**src/rtl/arb_pkg.sv**
```systemverilog
// rtl/arb_pkg.sv - shared arbiter-side types, state encodings and helpers
package arb_pkg;

    localparam int ARB_NREQ = 4;

    typedef enum logic [1:0] {
        ST_IDLE = 2'd0,
        ST_XFER = 2'd1,
        ST_DONE = 2'd2
    } state_t;

    // True when exactly one bit of v is set; narrower vectors are zero-extended by the caller.
    function automatic logic is_onehot(input logic [31:0] v);
        return (v != 32'd0) && ((v & (v - 32'd1)) == 32'd0);
    endfunction

endpackage

```
**src/rtl/onehot_enc.sv**
```systemverilog
// rtl/onehot_enc.sv - grant vector encoder: binary index, one-hot check, any-set flag
// Ports:
//   gnt_i        grant vector from the arbiter
//   idx_o        binary index of the set bit (meaningful only when onehot_ok_o)
//   onehot_ok_o  exactly one bit of gnt_i is set
//   any_o        at least one bit of gnt_i is set
module onehot_enc
    import arb_pkg::*;
#(
    parameter int NREQ = ARB_NREQ,
    localparam int IW = (NREQ > 1) ? $clog2(NREQ) : 1
) (
    input  logic [NREQ-1:0] gnt_i,
    output logic [IW-1:0]   idx_o,
    output logic            onehot_ok_o,
    output logic            any_o
);

    assign any_o       = |gnt_i;
    assign onehot_ok_o = is_onehot(32'(gnt_i));

    always_comb begin
        idx_o = '0;
        for (int i = 0; i < NREQ; i++) begin
            if (gnt_i[i]) begin
                idx_o = IW'(i);
            end
        end
    end

endmodule

```
**src/rtl/arb_burst_mux.sv**
```systemverilog
// rtl/arb_burst_mux.sv - locks onto the granted master and steers a fixed-length burst to the sink
// Ports:
//   clk, rst         clock and asynchronous active-high reset
//   gnt              one-hot grant from the arbiter
//   m_data, m_valid  packed master data (master i at [i*DW +: DW]) and per-master valid
//   m_ready          per-master ready, only the owner bit can be set
//   out_data/out_valid/out_ready  shared output channel
//   done             one-cycle pulse to the owner when its burst completes
//   owner            index of current or last owner
//   busy             high in XFER or DONE
//   err              sticky flag, multi-hot grant seen while idle
module arb_burst_mux
    import arb_pkg::*;
#(
    parameter int NREQ  = ARB_NREQ,
    parameter int DW    = 8,
    parameter int BURST = 4,
    localparam int IW = (NREQ > 1) ? $clog2(NREQ) : 1,
    localparam int CW = $clog2(BURST + 1)
) (
    input  logic               clk,
    input  logic               rst,
    input  logic [NREQ-1:0]    gnt,
    input  logic [NREQ*DW-1:0] m_data,
    input  logic [NREQ-1:0]    m_valid,
    output logic [NREQ-1:0]    m_ready,
    output logic [DW-1:0]      out_data,
    output logic               out_valid,
    input  logic               out_ready,
    output logic [NREQ-1:0]    done,
    output logic [IW-1:0]      owner,
    output logic               busy,
    output logic               err
);

    localparam logic [CW-1:0] LAST_BEAT = CW'(BURST - 1);

    state_t          state_q, state_d;
    logic [CW-1:0]   beat_q, beat_d;
    logic [IW-1:0]   owner_q, owner_d;
    logic            err_q, err_d;
    logic            beat;

    logic [IW-1:0]   enc_idx;
    logic            enc_ok;
    logic            enc_any;

    onehot_enc #(.NREQ(NREQ)) u_enc (
        .gnt_i       (gnt),
        .idx_o       (enc_idx),
        .onehot_ok_o (enc_ok),
        .any_o       (enc_any)
    );

    always_ff @(posedge clk or posedge rst) begin
        if (rst) begin
            state_q <= ST_IDLE;
            beat_q  <= '0;
            owner_q <= '0;
            err_q   <= 1'b0;
        end else begin
            state_q <= state_d;
            beat_q  <= beat_d;
            owner_q <= owner_d;
            err_q   <= err_d;
        end
    end

    always_comb begin
        state_d   = state_q;
        beat_d    = beat_q;
        owner_d   = owner_q;
        err_d     = err_q;
        m_ready   = '0;
        out_data  = '0;
        out_valid = 1'b0;
        done      = '0;
        beat      = 1'b0;

        case (state_q)
            ST_IDLE: begin
                if (enc_any) begin
                    if (enc_ok) begin
                        owner_d = enc_idx;
                        beat_d  = '0;
                        state_d = ST_XFER;
                    end else begin
                        err_d = 1'b1;
                    end
                end
            end
            ST_XFER: begin
                // Zero-latency pass-through from the latched owner; gnt changes to
                // other masters are ignored, only withdrawal of the owner's grant matters.
                out_data         = m_data[owner_q*DW +: DW];
                out_valid        = m_valid[owner_q];
                m_ready[owner_q] = out_ready;
                beat             = m_valid[owner_q] && out_ready;
                if (beat) begin
                    beat_d = beat_q + 1'b1;
                end
                // Withdrawal wins over completion: an aborted burst never pulses done.
                if (!gnt[owner_q]) begin
                    state_d = ST_IDLE;
                end else if (beat && (beat_q == LAST_BEAT)) begin
                    state_d = ST_DONE;
                end
            end
            ST_DONE: begin
                done[owner_q] = 1'b1;
                state_d       = ST_IDLE;
            end
            default: begin
                state_d = ST_IDLE;
            end
        endcase
    end

    assign owner = owner_q;
    assign err   = err_q;
    assign busy  = (state_q != ST_IDLE);

endmodule

```
**config.mk**
```make
export PLATFORM = sky130hd
export DESIGN_NAME = arb_burst_mux
export DESIGN_NICKNAME = d
export VERILOG_FILES = /design/src/rtl/arb_pkg.sv /design/src/rtl/onehot_enc.sv /design/src/rtl/arb_burst_mux.sv
export SDC_FILE = /design/constraint.sdc
export NUM_CORES = 1
export LEC_CHECK = 0
export ABC_AREA = 0
export BUFFER_PORTS_ARGS = -buffer_cell sky130_fd_sc_hd__buf_2
export CAP_MARGIN = 20
export CORE_ASPECT_RATIO = 1.1
export CORE_MARGIN = 3
export CORE_UTILIZATION = 42
export CTS_CLUSTER_SIZE = 20
export DETAILED_ROUTE_END_ITERATION = 10
export GPL_TIMING_DRIVEN = 0
export HOLD_SLACK_MARGIN = 0.06
export PLACE_DENSITY = 0.86
export SLEW_MARGIN = 15
export SYNTH_ARGS = -nofsm -noshare
export SYNTH_HDL_FRONTEND = slang
export SYNTH_SLANG_ARGS = --single-unit
```
**constraint.sdc**
```tcl
create_clock -name clk -period 3.04 [get_ports clk]
set_input_delay 0.304 -clock clk [delete_from_list [all_inputs] [get_ports clk]]
set_output_delay 0.304 -clock clk [all_outputs]
set_load 0.005 [all_outputs]
```
# ---- Word level (Yosys, flattened, before mapping)
# Cells that the tools add are included.
dict set report classes {
  mux 22
  magnitude_cmp 2
  shifts 1
  add_sub_neg 2
  n_div 0
  n_reduce_logical 14
  multipliers 0
  bitwise 3
  n_eq_ne 7
}
# operator n
set op_table {}
lappend op_table {{$and A4 B32 Y32} 1}
lappend op_table {{$logic_not A32 Y1} 1}
lappend op_table {{$shiftx A32 B6 Y8} 1}
lappend op_table {{$mux W2} 6}
lappend op_table {{$mux W3} 3}
lappend op_table {{$reduce_and A3 Y1} 3}
lappend op_table {{$mux W4} 2}
lappend op_table {{$mux W8} 1}
lappend op_table {{$ne A2 B2 Y1 const B} 3}
lappend op_table {{$pmux W3 S2} 1}
lappend op_table {{$mux W1} 5}
lappend op_table {{$sub A4 B1 Y5 const B} 1}
lappend op_table {{$and A4 B4 Y4} 1}
lappend op_table {{$bmux W1 S2} 2}
lappend op_table {{$logic_and A1 B1 Y1} 4}
lappend op_table {{$pmux W2 S2} 1}
lappend op_table {{$reduce_and A4 Y1} 1}
lappend op_table {{$reduce_bool A2 Y1} 2}
lappend op_table {{$reduce_bool A4 Y1} 1}
lappend op_table {{$reduce_or A4 Y1} 1}
lappend op_table {{$add A3 B1 Y3 const B} 1}
lappend op_table {{$eq A3 B2 Y1 const B} 1}
lappend op_table {{$lt A2 B3 Y1 const B} 1}
lappend op_table {{$ne A3 B3 Y1 const B} 1}
lappend op_table {{6 further kinds} 6}
dict set report word_totals {
  regBits 8
  ramBits 0
  input_bits 43
  memories 0
  mem_bits_ro 0
  output_inout_bits 21
  latchBits 0
}

# ---- Logic depth before layout (Yosys ltp)
dict set report depth {
  word_depth 7
  depth_mapped 5
}

# ---- By module
# A second synthesis with hierarchy kept.
dict set report unflattened {
  hier_cells 76
  hier_area_um2 814.5
}
# mod seq_area_each_um2 area_each_um2 cells_each instances
set by_module_without_submodules {}
lappend by_module_without_submodules {arb_burst_mux 200.2 749.5 68 1}
lappend by_module_without_submodules {onehot_enc 0.0 65.1 8 1}

# ---- Worst setup path before layout
# No wires, ideal clock.
dict set report synth_path {
  path_kind {register -> output}
  start {reg owner_q[0], in the netlist owner[0]}
  end {out out_data[3]}
  required_ps 2736
  slack_ps 1415
  path_buffers 2
  stages_incl_launch_ff 5
  t_arrival_ps 1321
  cell_sequence {dfrtp_1 buf_6 buf_4 mux4_2 and2_1}
}
dict set report synth_via {
  elab_chain_len 2
}
# item line_no
set synth_lines {}
lappend synth_lines {{from (decl)} arb_burst_mux.sv:40} ;# logic [IW-1:0] owner_q, owner_d;
lappend synth_lines {{from (signal assigned)} arb_burst_mux.sv:64} ;# owner_q <= owner_d;
lappend synth_lines {{$shiftx A32 B6 Y8} arb_burst_mux.sv:95} ;# out_data = m_data[owner_q*DW +: DW];
lappend synth_lines {{$mux W8} arb_burst_mux.sv:80} ;# case (state_q)
lappend synth_lines {{to (decl)} arb_burst_mux.sv:27} ;# output logic [DW-1:0] out_data,
# No other way between the ends.

# ---- Final worst setup path
dict set report layout_path {
  start {reg owner_q[0], in the netlist owner[0]}
  end {out out_data[4]}
}
# Same word-level chain as after synthesis.

==> results.sh <==
export IMPL_p_sw_mw=0.292
export IMPL_cts_path_max_buffers=2
export IMPL_initial_core_util_pct=45.8
export IMPL_synth_edf_count=0
export IMPL_synth_most_common_cell="nor2_1"
export IMPL_hp_start="out_ready"
export IMPL_rsz0062_at_grt="false"
export IMPL_gp_congestion=0.742
export IMPL_dr_pass1_iters=4
export IMPL_vias_per_cell=5.17
export IMPL_worstRegToRegCells=4
export IMPL_cp_num_buf_inv=3
export IMPL_core_area_sq_um=1820
export IMPL_p_clk_share_pct=11.2
export IMPL_cp_end_kind="output pin"
export IMPL_finalSetupViolCount=0
export IMPL_rrSetupSlack_ns=1.47
export IMPL_maxCapViolCount=0
export IMPL_switching_share_pct=39.4
export IMPL_antenna_found_initial=0
export IMPL_stdcell_count=175
export IMPL_synth_area_per_cell_sq_um=10.2
export IMPL_cts_tree="yes"
export IMPL_synthFlopType="dfrtp_1"
export IMPL_path_cells="buf_6 > buf_4 > mux4_2 > and2_1 > buf_2"
export IMPL_num_antenna_cells=0
export IMPL_hold_depth=3
export IMPL_cpMaxStageDelayCell="mux4_2"
export IMPL_hp_class="input pin to register"
export IMPL_start_kind="register"
export IMPL_grt_max_degree=11
export IMPL_power_density_nw_per_um2=613
export IMPL_yosysSeqAreaShare_pct=24.0
export IMPL_p_int_mw=0.450
export IMPL_wl_per_cell_um=14.2
export IMPL_vias=905
export IMPL_fp_row_count=16
export IMPL_yosys_top_cells_count="nor2_1, and2_1, mux4_2"
export IMPL_synth_cells=82
export IMPL_tightest_slew_ns=0.441
export IMPL_ys_top_cells_by_area="mux4_2, dfrtp_1, and2_1, nor2_1, nand2_1"
export IMPL_syn2layout_area_growth_pct=45.1
export IMPL_grt_pass1_wl_mm=4.14
export IMPL_grt_total_usage_pct=21.5
export IMPL_num_io_pins=64
export IMPL_overflow=0
export IMPL_drt_initial_drc_count=11
export IMPL_holdWs_ns=0.404
export IMPL_async_flop_share_pct=100
export IMPL_port_buffers=62
export IMPL_drive_gt1_share_pct=57.4
export IMPL_worstSetupStartpoint="owner[0]"
export IMPL_synth_nets=127
export IMPL_cts_buffers=3
export IMPL_drv_slew=0
export IMPL_arrival_ns=1.75
export IMPL_synth_area_sq_um=835
export IMPL_total_power_mw=0.742
export IMPL_fin_crit_sh_pct=67.5
export IMPL_final_antenna_net_count=0
export IMPL_ys_types=31
export IMPL_tns_ns=0
export IMPL_r2r_start="state_q[1]"
export IMPL_hold_path_end="beat_q[2]"
export IMPL_synth_seq_cells=8
export IMPL_p_leak_nw=0.637
export IMPL_h_tree_depth=1
export IMPL_cts_clk_slew_worst_paths_ns=0.06
export IMPL_die_w_um=48.5
export IMPL_drt_wl_total_mm=2.49
export IMPL_skew_ns=0.00128
export IMPL_cp_top_family="multiplexers"
export IMPL_slowest_delay_ns=0.51
export IMPL_power_frac_seq_pct=20.8
export IMPL_max_vdd_ir_drop_mv=0.353
export IMPL_hold_viol_final=0
export IMPL_critPathMaxFanout=10
export IMPL_required_ns=2.74
export IMPL_dieArea_sq_um=2560
export IMPL_drc=0
export IMPL_dp_cells=171
export IMPL_yosysTopAreaCellShare_pct=24.3
export IMPL_yosysWarnings=0
export IMPL_yosysTopAreaCell="mux4_2"
export IMPL_slew_headroom_pct=70.5
export IMPL_nNetsFinal=195
export IMPL_p_comb_share_pct=68.0
export IMPL_cts_root_buffer="clkbuf_4"
export IMPL_r2r_end="owner[0]"
export IMPL_setup_worst_path_class="register to output pin"
export IMPL_fp_dieH_um=52.8
export IMPL_grt_pass1_vias=880
export IMPL_dpl_hpwl_mm=2.11
export IMPL_cts_num_sinks=8
export IMPL_fmax_mhz=487
export IMPL_ctsResizeCount=0
export IMPL_insertion_delay_ns=0.25
export IMPL_status="complete, no violations"
export IMPL_min_period_ns=2.05
==> logic make-up after synthesis <==
family / count (synthesis) / share of synthesized area [%]
compound gates: 11 / 12.7
xor+xnor: 1 / 1.05
fa+ha+maj: 3 / 4.20
buf+inv: 12 / 7.20
flops: 8 / 24.0
mux: 11 / 28.6
simple gates: 36 / 22.2
==> through the flow <==
step | utilization (%) | worst slack, ns | instance area [sq um]
2_1_floorplan | - | 1.41 | 835
3_3_place_gp | 64.7 | 1.28 | 1180
3_5_place_dp | 64.7 | 1.26 | 1180
4_1_cts | 66.5 | 0.983 | 1210
5_1_grt | 66.5 | 0.895 | 1210
6_report | 66.5 | 0.988 | 1210
==> worst register-to-register path, cell delays in order, from the launching register on <==
cell and delay, ns:
dfrtp_1 0.40, nor2_1 0.31, nand2_1 0.15, o41ai_4 0.39, mux2i_1 0.25
==> worst max path at each step <==
stage | endpoint | slack, ns | cells past startpoint
final | out_data[4] | 0.99 | 5
after global routing | out_data[4] | 0.89 | 5
after CTS | out_data[4] | 0.98 | 5
after detailed placement | out_data[4] | 1.26 | 5
after global placement | out_data[3] | 1.28 | 5
after floorplan | out_data[3] | 1.41 | 4
==> power by group through the flow <==
| stage | logic (mW) | clock network [mW] | registers (mW) |
|---|---|---|---|
| CTS | 0.508 | 0.0840 | 0.155 |
| global route | 0.556 | 0.0951 | 0.159 |
| finish | 0.504 | 0.0828 | 0.155 |
| floorplan | 0.352 | 0 | 0.155 |
| global placement | 0.484 | 0 | 0.155 |
| detailed placement | 0.506 | 0 | 0.157 |
==> cell type report <==
class	instances	area (sq um)
Tap cell	27	33.8
Multi-Input combinational cell	62	574
Timing Repair Buffer	63	320
Fill cell	151	611
Sequential cell	8	200
Buffer	6	37.5
Clock buffer	3	22.5
Inverter	6	22.5
==> registers in the layout, summed over array words and instances, names as in the netlist <==
signal   flops
beat_q       3
err          1
owner        2
state_q      2
==> cell usage in the layout (no fill, tap or decap), types with 2 or more instances in the layout <==
master    instances
mux4_2            9
o22ai_1           2
buf_2            65
clkbuf_4          3
ha_1              2
nand2_1           8
nand2b_1          2
dfrtp_1           8
nor2_1           10
nor3_1            3
and2_1            9
inv_1             6
==> what timing repair did <==
item | CTS | global route
setup buffers | 0 | 0
hold buffers | 1 | 0
hold endpoints to repair | 8 | 0
==> layer usage <==
metal,global-route usage (%),routed length [um],up-vias
met5,0,0,-
met4,7.11,23,0
met3,6.84,244,4
met2,41.5,1270,56
met1,22.2,952,418
li1,-,-,427
Note: power is estimated with default switching activity, not from simulation.
